## src/rtl/uart_rx_if.sv

```systemverilog
// uart_rx_if: serial line and received-byte signals between uart_rx and its consumer
// master (uart_rx): rx in; data_out, data_valid, frame_err, busy out
// slave (consumer): the mirror image
interface uart_rx_if;
  logic       rx;
  logic [7:0] data_out;
  logic       data_valid;
  logic       frame_err;
  logic       busy;
  modport master(input rx, output data_out, data_valid, frame_err, busy);
  modport slave(output rx, input data_out, data_valid, frame_err, busy);
endinterface

```

## src/rtl/uart_rx.sv

```systemverilog
// uart_rx: 8N1 serial receiver with start validation, centre sampling and framing check
// clk/rst: system clock, asynchronous active-high reset
// bus.rx: raw serial line; bus.data_out: last good byte; bus.data_valid/bus.frame_err: one-cycle strobes
// bus.busy: high while a frame is in progress
// UART_RX_MAJORITY_EN: 2-of-3 vote over counts T-2..T at every sample point
module uart_rx #(
  parameter int CLOCK_FREQ = 50000000,
  parameter int BAUD_RATE  = 9600
) (
  input logic clk,
  input logic rst,
  uart_rx_if.master bus
);
  localparam int CLKS_PER_BIT = CLOCK_FREQ / BAUD_RATE;
  localparam int HALF_BIT = CLKS_PER_BIT / 2;
  localparam logic [15:0] BIT_T = 16'(CLKS_PER_BIT - 1);
  localparam logic [15:0] HALF_T = 16'(HALF_BIT - 1);
  typedef enum logic [2:0] {IDLE, START, DATA, STOP, CLEANUP} state_t;
  state_t state, state_n;
  logic rx_m, rx_s, smp, valid_n, err_n;
  logic [15:0] clk_count, count_n;
  logic [2:0] bit_index, index_n;
  logic [7:0] shift, shift_n, data_n;
`ifdef UART_RX_MAJORITY_EN
  // counts advance every cycle, so the last two rx_s values are the T-2 and T-1 samples
  logic [1:0] hist;
  always_ff @(posedge clk or posedge rst)
    if (rst) hist <= 2'b11;
    else hist <= {hist[0], rx_s};
  assign smp = (hist[1] & hist[0]) | (hist[1] & rx_s) | (hist[0] & rx_s);
`else
  assign smp = rx_s;
`endif
  assign bus.busy = state != IDLE;
  always_ff @(posedge clk or posedge rst)
    if (rst) begin
      rx_m <= 1'b1;
      rx_s <= 1'b1;
      state <= IDLE;
      clk_count <= '0;
      bit_index <= '0;
      shift <= '0;
      bus.data_out <= '0;
      bus.data_valid <= 1'b0;
      bus.frame_err <= 1'b0;
    end else begin
      rx_m <= bus.rx;
      rx_s <= rx_m;
      state <= state_n;
      clk_count <= count_n;
      bit_index <= index_n;
      shift <= shift_n;
      bus.data_out <= data_n;
      bus.data_valid <= valid_n;
      bus.frame_err <= err_n;
    end
  always_comb begin
    state_n = state;
    count_n = clk_count + 16'd1;
    index_n = bit_index;
    shift_n = shift;
    data_n = bus.data_out;
    valid_n = 1'b0;
    err_n = 1'b0;
    case (state)
      IDLE: begin
        count_n = '0;
        index_n = '0;
        state_n = rx_s ? IDLE : START;
      end
      START:
        if (clk_count == HALF_T) begin
          count_n = '0;
          state_n = smp ? IDLE : DATA;
        end
      DATA:
        if (clk_count == BIT_T) begin
          count_n = '0;
          shift_n[bit_index] = smp;
          index_n = bit_index + 3'd1;
          state_n = bit_index == 3'd7 ? STOP : DATA;
        end
      STOP:
        if (clk_count == BIT_T) begin
          count_n = '0;
          state_n = CLEANUP;
          valid_n = smp;
          err_n = ~smp;
          data_n = smp ? shift : bus.data_out;
        end
      CLEANUP: begin
        count_n = '0;
        state_n = rx_s ? IDLE : CLEANUP;
      end
      default: begin
        count_n = '0;
        index_n = '0;
        state_n = IDLE;
      end
    endcase
  end
endmodule

```

## src/flat_wrapper.sv

```systemverilog
// flat-port wrapper written by rule: the top's interface ports become plain ports
module uart_rx_flat 
#(
  parameter int CLOCK_FREQ = 50000000,
  parameter int BAUD_RATE  = 9600
)
  (clk, rst, bus_rx, bus_data_out, bus_data_valid, bus_frame_err, bus_busy);
  uart_rx_if bus_i ();
  input logic clk;
  input logic rst;
  input wire logic [$bits(bus_i.rx)-1:0] bus_rx;
  output wire logic [$bits(bus_i.data_out)-1:0] bus_data_out;
  output wire logic [$bits(bus_i.data_valid)-1:0] bus_data_valid;
  output wire logic [$bits(bus_i.frame_err)-1:0] bus_frame_err;
  output wire logic [$bits(bus_i.busy)-1:0] bus_busy;
  assign bus_i.rx = bus_rx;
  assign bus_data_out = bus_i.data_out;
  assign bus_data_valid = bus_i.data_valid;
  assign bus_frame_err = bus_i.frame_err;
  assign bus_busy = bus_i.busy;
  uart_rx #(.CLOCK_FREQ(CLOCK_FREQ), .BAUD_RATE(BAUD_RATE)) u_core (.clk(clk), .rst(rst), .bus(bus_i));
endmodule
```

## config.mk

```make
export PLATFORM = sky130hd
export DESIGN_NAME = uart_rx_flat
export DESIGN_NICKNAME = d
export VERILOG_FILES = /design/src/rtl/uart_rx_if.sv /design/src/rtl/uart_rx.sv /design/src/flat_wrapper.sv
export SDC_FILE = /design/constraint.sdc
export NUM_CORES = 1
export LEC_CHECK = 0
export CORE_UTILIZATION = 46
export DETAILED_ROUTE_END_ITERATION = 12
export SYNTH_ARGS = -nofsm -noshare
export SYNTH_HDL_FRONTEND = slang
export SYNTH_SLANG_ARGS = --single-unit
```

## constraint.sdc

```tcl
create_clock -name clk -period 4.6 [get_ports clk]
set_input_delay 0.92 -clock clk [delete_from_list [all_inputs] [get_ports clk]]
set_output_delay 0.92 -clock clk [all_outputs]
set_load 0.1 [all_outputs]
```

# After elaboration in Yosys (flattened, before gate mapping)
# Cells that the tools add are included.
# word_totals
regBits,42
wordCells,54
# op_classes
muxes,20
n_reduce_logical,9
eq_ne,10
n_bitwise,2
n_lt_le_gt_ge,2
n_addsub,2
# ops
op,count
$mux W16,2
$pmux W16 S2,1
$add A16 B1 Y16 const B,1
$eq A16 B12 Y1 const B,1
$eq A16 B13 Y1 const B,1
$mux W3,5
$pmux W3 S5,1
$bwmux W8,1
$mux W1,7
$eq A3 B2 Y1 const B,2
$eq A3 B3 Y1 const B,2
$ne A2 B1 Y1 const B,3
$pmux W3 S2,1
$reduce_and A3 Y1,2
$lt A3 B4 Y1 const B,1
$reduce_and A2 Y1,2
$add A3 B1 Y3 const B,1
$demux W1 S3,1
$eq A3 B1 Y1 const B,1
$ge A3 B1 Y1 const B,1
$logic_not A3 Y1,1
$reduce_bool A3 Y1,1
$reduce_or A3 Y1,1
$mux W2,1
3 further kinds,4

# Longest topological paths before layout
# depth
depth_word,5
depth_mapped,7
depth_no_buf,5

# Worst setup path after synthesis
# No wires, ideal clock.
# synth_timing
path_type,reg2reg
start,register u_core.clk_count[3]
end,register u_core.shift[6]
path_stages_with_launch,6
path_buffers,1
setup_slack_ns,2.136
arrival_ns,2.337
required_time_ns,4.473
cell_sequence,dfrtp_1 > or4_4 > or4_1 > buf_2 > or4_1 > mux2_1
# synth_via
elab_chain_len,2
# synth_rtl
item,line,rtl
start: declaration,uart_rx.sv:21,"logic [15:0] clk_count, count_n;"
start signal: assignment,uart_rx.sv:50,clk_count <= count_n;
$eq A16 B13 Y1,uart_rx.sv:77,if (clk_count == BIT_T) begin
$reduce_and A2 Y1 (no line),n/a,
end signal: assignment,uart_rx.sv:52,shift <= shift_n;
end: declaration,uart_rx.sv:23,"logic [7:0] shift, shift_n, data_n;"
# No other way between the ends.
# A chain may end at the register's enable or synchronous reset.

# Worst setup path after layout
# layout_timing
start,register u_core.state[2]
end,output bus_busy
# layout_via
elab_chain_len,1
# layout_rtl
item,line,rtl
start: declaration,uart_rx.sv:19,"state_t state, state_n;"
start signal: assignment,uart_rx.sv:49,state <= state_n;
$reduce_bool A3 Y1,uart_rx.sv:34,assign bus.busy = state != IDLE;
end: declaration,flat_wrapper.sv:15,output wire logic [$bits(bus_i.busy)-1:0] bus_busy;
# No other way between the ends.

==> out/results.md <==
| Stage | Quantity | This run |
|:---|:---|:---|
| run status | Result of the run | completed |
| sta | Headroom to the max-slew limit | 34.23% |
| sta | Worst-Margin Slew | 983.4 ps |
| floorplanning | Initial standard-cell utilization of the core | 49.16% |
| synth | Sequential cell area fraction in the yosys report | 52.07% |
| power and ir drop | Combinational cell fraction of total power | 1.7% |
| cts | Number of buffers inserted during clock tree synthesis | 5 |
| placement | IO buf count | 13 |
| setup path | Highest net fanout along the worst path | 10 |
| grt | Global Route met1 Usage | 22.74% |
| floorplanning | Die W | 68.32 um |
| layout | Filler Cells Inserted | 360 |
| placement | Final RePlAce weighted congestion | 0.8832 |
| synth | Largest area contributor in the synthesized netlist | sky130_fd_sc_hd__dfrtp_1 |
| power and ir drop | Worst IR drop on VDD | 178.7 uV |
| synth | Main area contributors after synthesis | sky130_fd_sc_hd__dfrtp_1 (49%), sky130_fd_sc_hd__mux2_2 (7.8%), sky130_fd_sc_hd__xnor2_1 (5.2%) |
| synth | Gate count of the mapped netlist | 184 |
| grt | Overall track demand over capacity in global routing | 18.83% |
| sta | Unrepaired setup endpoints after global routing | no |
| cts | Count of clock tree sinks | 42 |
| layout | Area grow syn2layout | 13.05% |
| cts | CTS tree | yes |
| cts | Skew-Pair Late Insertion Delay | 290 ps |
| floorplanning | Die area | 4668 um^2 |
| floorplanning | Number of cell rows | 23 |
| setup path | Category of the most critical setup path | reg2out |
| hold path | Worst hold path depth | 0 |
| placement | Cell area after placement | 2192 um^2 |
| cts | Max clock buf depth | 2 |
| synth | Fraction of registers with async set/reset | 100.0% |
| cts | H-tree depth | 2 |
| synth | Synth Net Count | 190 |
| setup path | WP buf/inv | 1 |
| sta | Final-report hold violation count | 0 |
| setup path | Cell-by-cell listing of the critical path | or3_1 -> clkdlybuf4s50_1 |
| synth | Mapped Area | 2023 um^2 |
| synth | Post-synthesis area per instance | 11.00 um^2 |
| grt | Number of global-route vias before repair | 1390 |
| floorplanning | Core outline area | 4115 um^2 |
| grt | Largest net degree at the start of global routing | 43 |
| grt | Global-route layer with the greatest usage | met2 |
| layout | Fraction of final layout cells sized beyond drive strength 1 | 15.58% |
| setup path | Data required time of the worst path | 3680 ps |
| sta | Summed negative setup slack over all endpoints | 0 ps |
| cts | Hold buffer count at CTS | 0 |
| setup path | Cell count along the critical path | 2 |
| cts | Post-cts resize count | 0 |
| synth | Synth Register Bits | 42 |
| detailed routing | Routed vias/inst | 5.815 |
| detailed routing | Post-route ant nets | 0 |
| setup path | Critical Path Start Type | register |
| sta | Final period utilization | 66.56% |
| synth | Number of enable flip-flop cells after synthesis | 0 |
| sta | Final worst hold slack | 360.0 ps |
| grt | Wire length of the first global-routing pass | 6327 um |
| setup path | Reg2reg path depth | 5 |
| layout | Number of nets in the layout | 204 |
| power and ir drop | Leakage | 0.0009747 uW |
| synth | Top flip-flop cell by instance count after synthesis | sky130_fd_sc_hd__dfrtp_1 |
| cts | Clk pin slew, worst setup/hold paths | 80 ps |
| sta | Final max-slew violation count | 0 |
| power and ir drop | Switching power of the nets | 135.0 uW |
| setup path | CP arrival | 2140 ps |
| synth | Total of warnings raised by yosys | 0 |
| job | Count of max-cap constraint violations | 0 |
| hold path | Worst min-delay path class | reg2reg |
| power and ir drop | Switching Share | 21.48% |
| cts | CTS root buffer | sky130_fd_sc_hd__clkbuf_8 |
| synth | Top-area cell type share of the netlist area | 49.47% |
| detailed routing | Total number of vias | 1448 |
| detailed routing | Count of unresolved DRC violations after routing | 0 |
| setup path | Category of the worst setup path capture point | output port |
| setup path | Slowest cell on the critical path | sky130_fd_sc_hd__clkdlybuf4s50_1 |
| setup path | Delay of the slowest critical-path stage | 970 ps |
| detailed routing | Average wire per standard cell | 15.03 um |
| grt | Aggregate global routing overflow | 0 |
| grt | Number of antenna violations at the first check in global routing | 0 |
| setup path | Reg-to-reg setup timing slack | 1920 ps |
| floorplanning | Boundary Pins | 14 |
| sta | Maximum achievable frequency | 326.6 MHz |
| power and ir drop | Fraction of power consumed by the clock network | 39.2% |
| detailed routing | Total detailed-routing wirelength | 3743 um |
| floorplanning | Floorplan die height | 68.32 um |
| grt | GR met3 Demand/Resource | 5.500% |
| sta | Post-layout min period | 3062 ps |
| power and ir drop | Internal power | 493.6 uW |
| layout | Area of all placed cells without fillers | 2287 um^2 |
| detailed routing | Detailed-routing iteration count for the pre-antenna-repair pass | 4 |
| power and ir drop | Pwr/cell area | 274.9 nW/um^2 |
| sta | Skew final | 5.554 ps |
| synth | Number of unique standard cell types used by synthesis | 40 |
| cts | # Post-CTS Setup Buffers | 0 |
| power and ir drop | Part of the total power dissipated in sequential elements | 59.2% |
| layout | Number of antenna cells inserted | 0 |
| sta | Final number of setup-violating endpoints | 0 |
| setup path | Dominant delay contributor by cell family on the critical path | buffers and inverters |
| detailed routing | First-iteration detailed-routing DRC count | 116 |
| grt | Met2 demand-to-capacity share in global routing | 30.76% |
| placement | Half-perimeter wire length of the detailed placement result | 2653 um |
cells by family after synthesis:
kind of cell	count (synthesis)	synth area share [%]
flops	42	52.07
mux	17	9.400
fa+ha+maj	3	1.855
compound gates	31	10.51
buf+inv	17	3.772
xor+xnor	13	5.628
simple gates	61	16.76
power by group through the flow:
| stage | clock, uW | combinational (uW) | sequential [uW] |
|---|---|---|---|
| after floorplan | 0 | 7.56 | 378 |
| after global placement | 0 | 10.6 | 379 |
| after detailed placement | 0 | 11.1 | 379 |
| after CTS | 256 | 11.1 | 372 |
| after global routing | 275 | 12.2 | 372 |
| final | 246 | 10.4 | 372 |
routing by layer:
metal  routed length, um  vias up
met5                   0        -
met4                  58        0
met3                 143        7
met2                1810       32
met1                1730      708
li1                    -      701
Yosys cell counts, types with 6 or more instances:
cell	instances
sky130_fd_sc_hd__dfrtp_1	40
sky130_fd_sc_hd__nand3_1	8
sky130_fd_sc_hd__nor2_1	9
sky130_fd_sc_hd__or4_1	6
sky130_fd_sc_hd__mux2_2	14
sky130_fd_sc_hd__a21oi_1	16
sky130_fd_sc_hd__xnor2_1	12
sky130_fd_sc_hd__inv_1	8
sky130_fd_sc_hd__nor3_1	6
sky130_fd_sc_hd__nor4_1	8
sky130_fd_sc_hd__nand2_1	9
flip-flops by register name, indices dropped and copies added (netlist names):
register               cells
u_core.bus.frame_err       1
u_core.bus.data_out        8
u_core.bit_index           3
u_core.rx_m                1
u_core.state               3
u_core.bus.data_valid      1
u_core.rx_s                1
u_core.shift               8
u_core.clk_count          16
per-stage QoR:
step | instances | worst slack, ps | util, % | power [uW]
4_1_cts | 249 | 1535 | 55.58 | 639.4
6_report | 249 | 1538 | 55.58 | 628.6
5_1_grt | 249 | 1495 | 55.58 | 659.0
2_1_floorplan | 184 | 2136 | - | 385.5
3_3_place_gp | 241 | 1883 | 53.27 | 389.9
3_5_place_dp | 241 | 1861 | 53.27 | 390.4
layout by cell type (no fill, tap or decap), types with 2 or more instances in the layout:
cell type,instances
sky130_fd_sc_hd__dfrtp_1,40
sky130_fd_sc_hd__a21oi_1,16
sky130_fd_sc_hd__mux2_2,14
sky130_fd_sc_hd__clkdlybuf4s50_1,13
sky130_fd_sc_hd__xnor2_1,12
sky130_fd_sc_hd__nor2_1,9
sky130_fd_sc_hd__nand2_1,9
sky130_fd_sc_hd__inv_1,8
sky130_fd_sc_hd__nand3_1,8
sky130_fd_sc_hd__nor4_1,8
sky130_fd_sc_hd__or4_1,6
sky130_fd_sc_hd__nor3_1,6
sky130_fd_sc_hd__clkbuf_8,6
sky130_fd_sc_hd__nand4_1,4
sky130_fd_sc_hd__o2bb2ai_1,4
sky130_fd_sc_hd__or3_1,3
sky130_fd_sc_hd__ha_1,3
sky130_fd_sc_hd__buf_4,3
sky130_fd_sc_hd__nor2b_1,2
sky130_fd_sc_hd__a32oi_1,2
sky130_fd_sc_hd__mux2_1,2
sky130_fd_sc_hd__dfstp_2,2
worst paths after layout:
kind	from	end
max	u_core.state[2]	bus_busy
min	u_core.rx_m	u_core.rx_s
max reg2reg	u_core.clk_count[0]	u_core.shift[6]
min reg2reg	u_core.rx_m	u_core.rx_s
max in group asynchronous	rst	u_core.rx_m
min in group asynchronous	rst	u_core.bus.data_valid
final cells by class:
cell class	instances	area, um^2	share of cell area, %
Multi-Input combinational cell	125	893.4	39.06
Clock inverter	2	12.51	0.5470
Clock buffer	6	82.58	3.611
Tap cell	50	62.56	2.735
Inverter	8	30.03	1.313
Timing Repair Buffer	16	152.6	6.674
Sequential cell	42	1054	46.06
No activity file was read; power rests on OpenSTA's default activity.
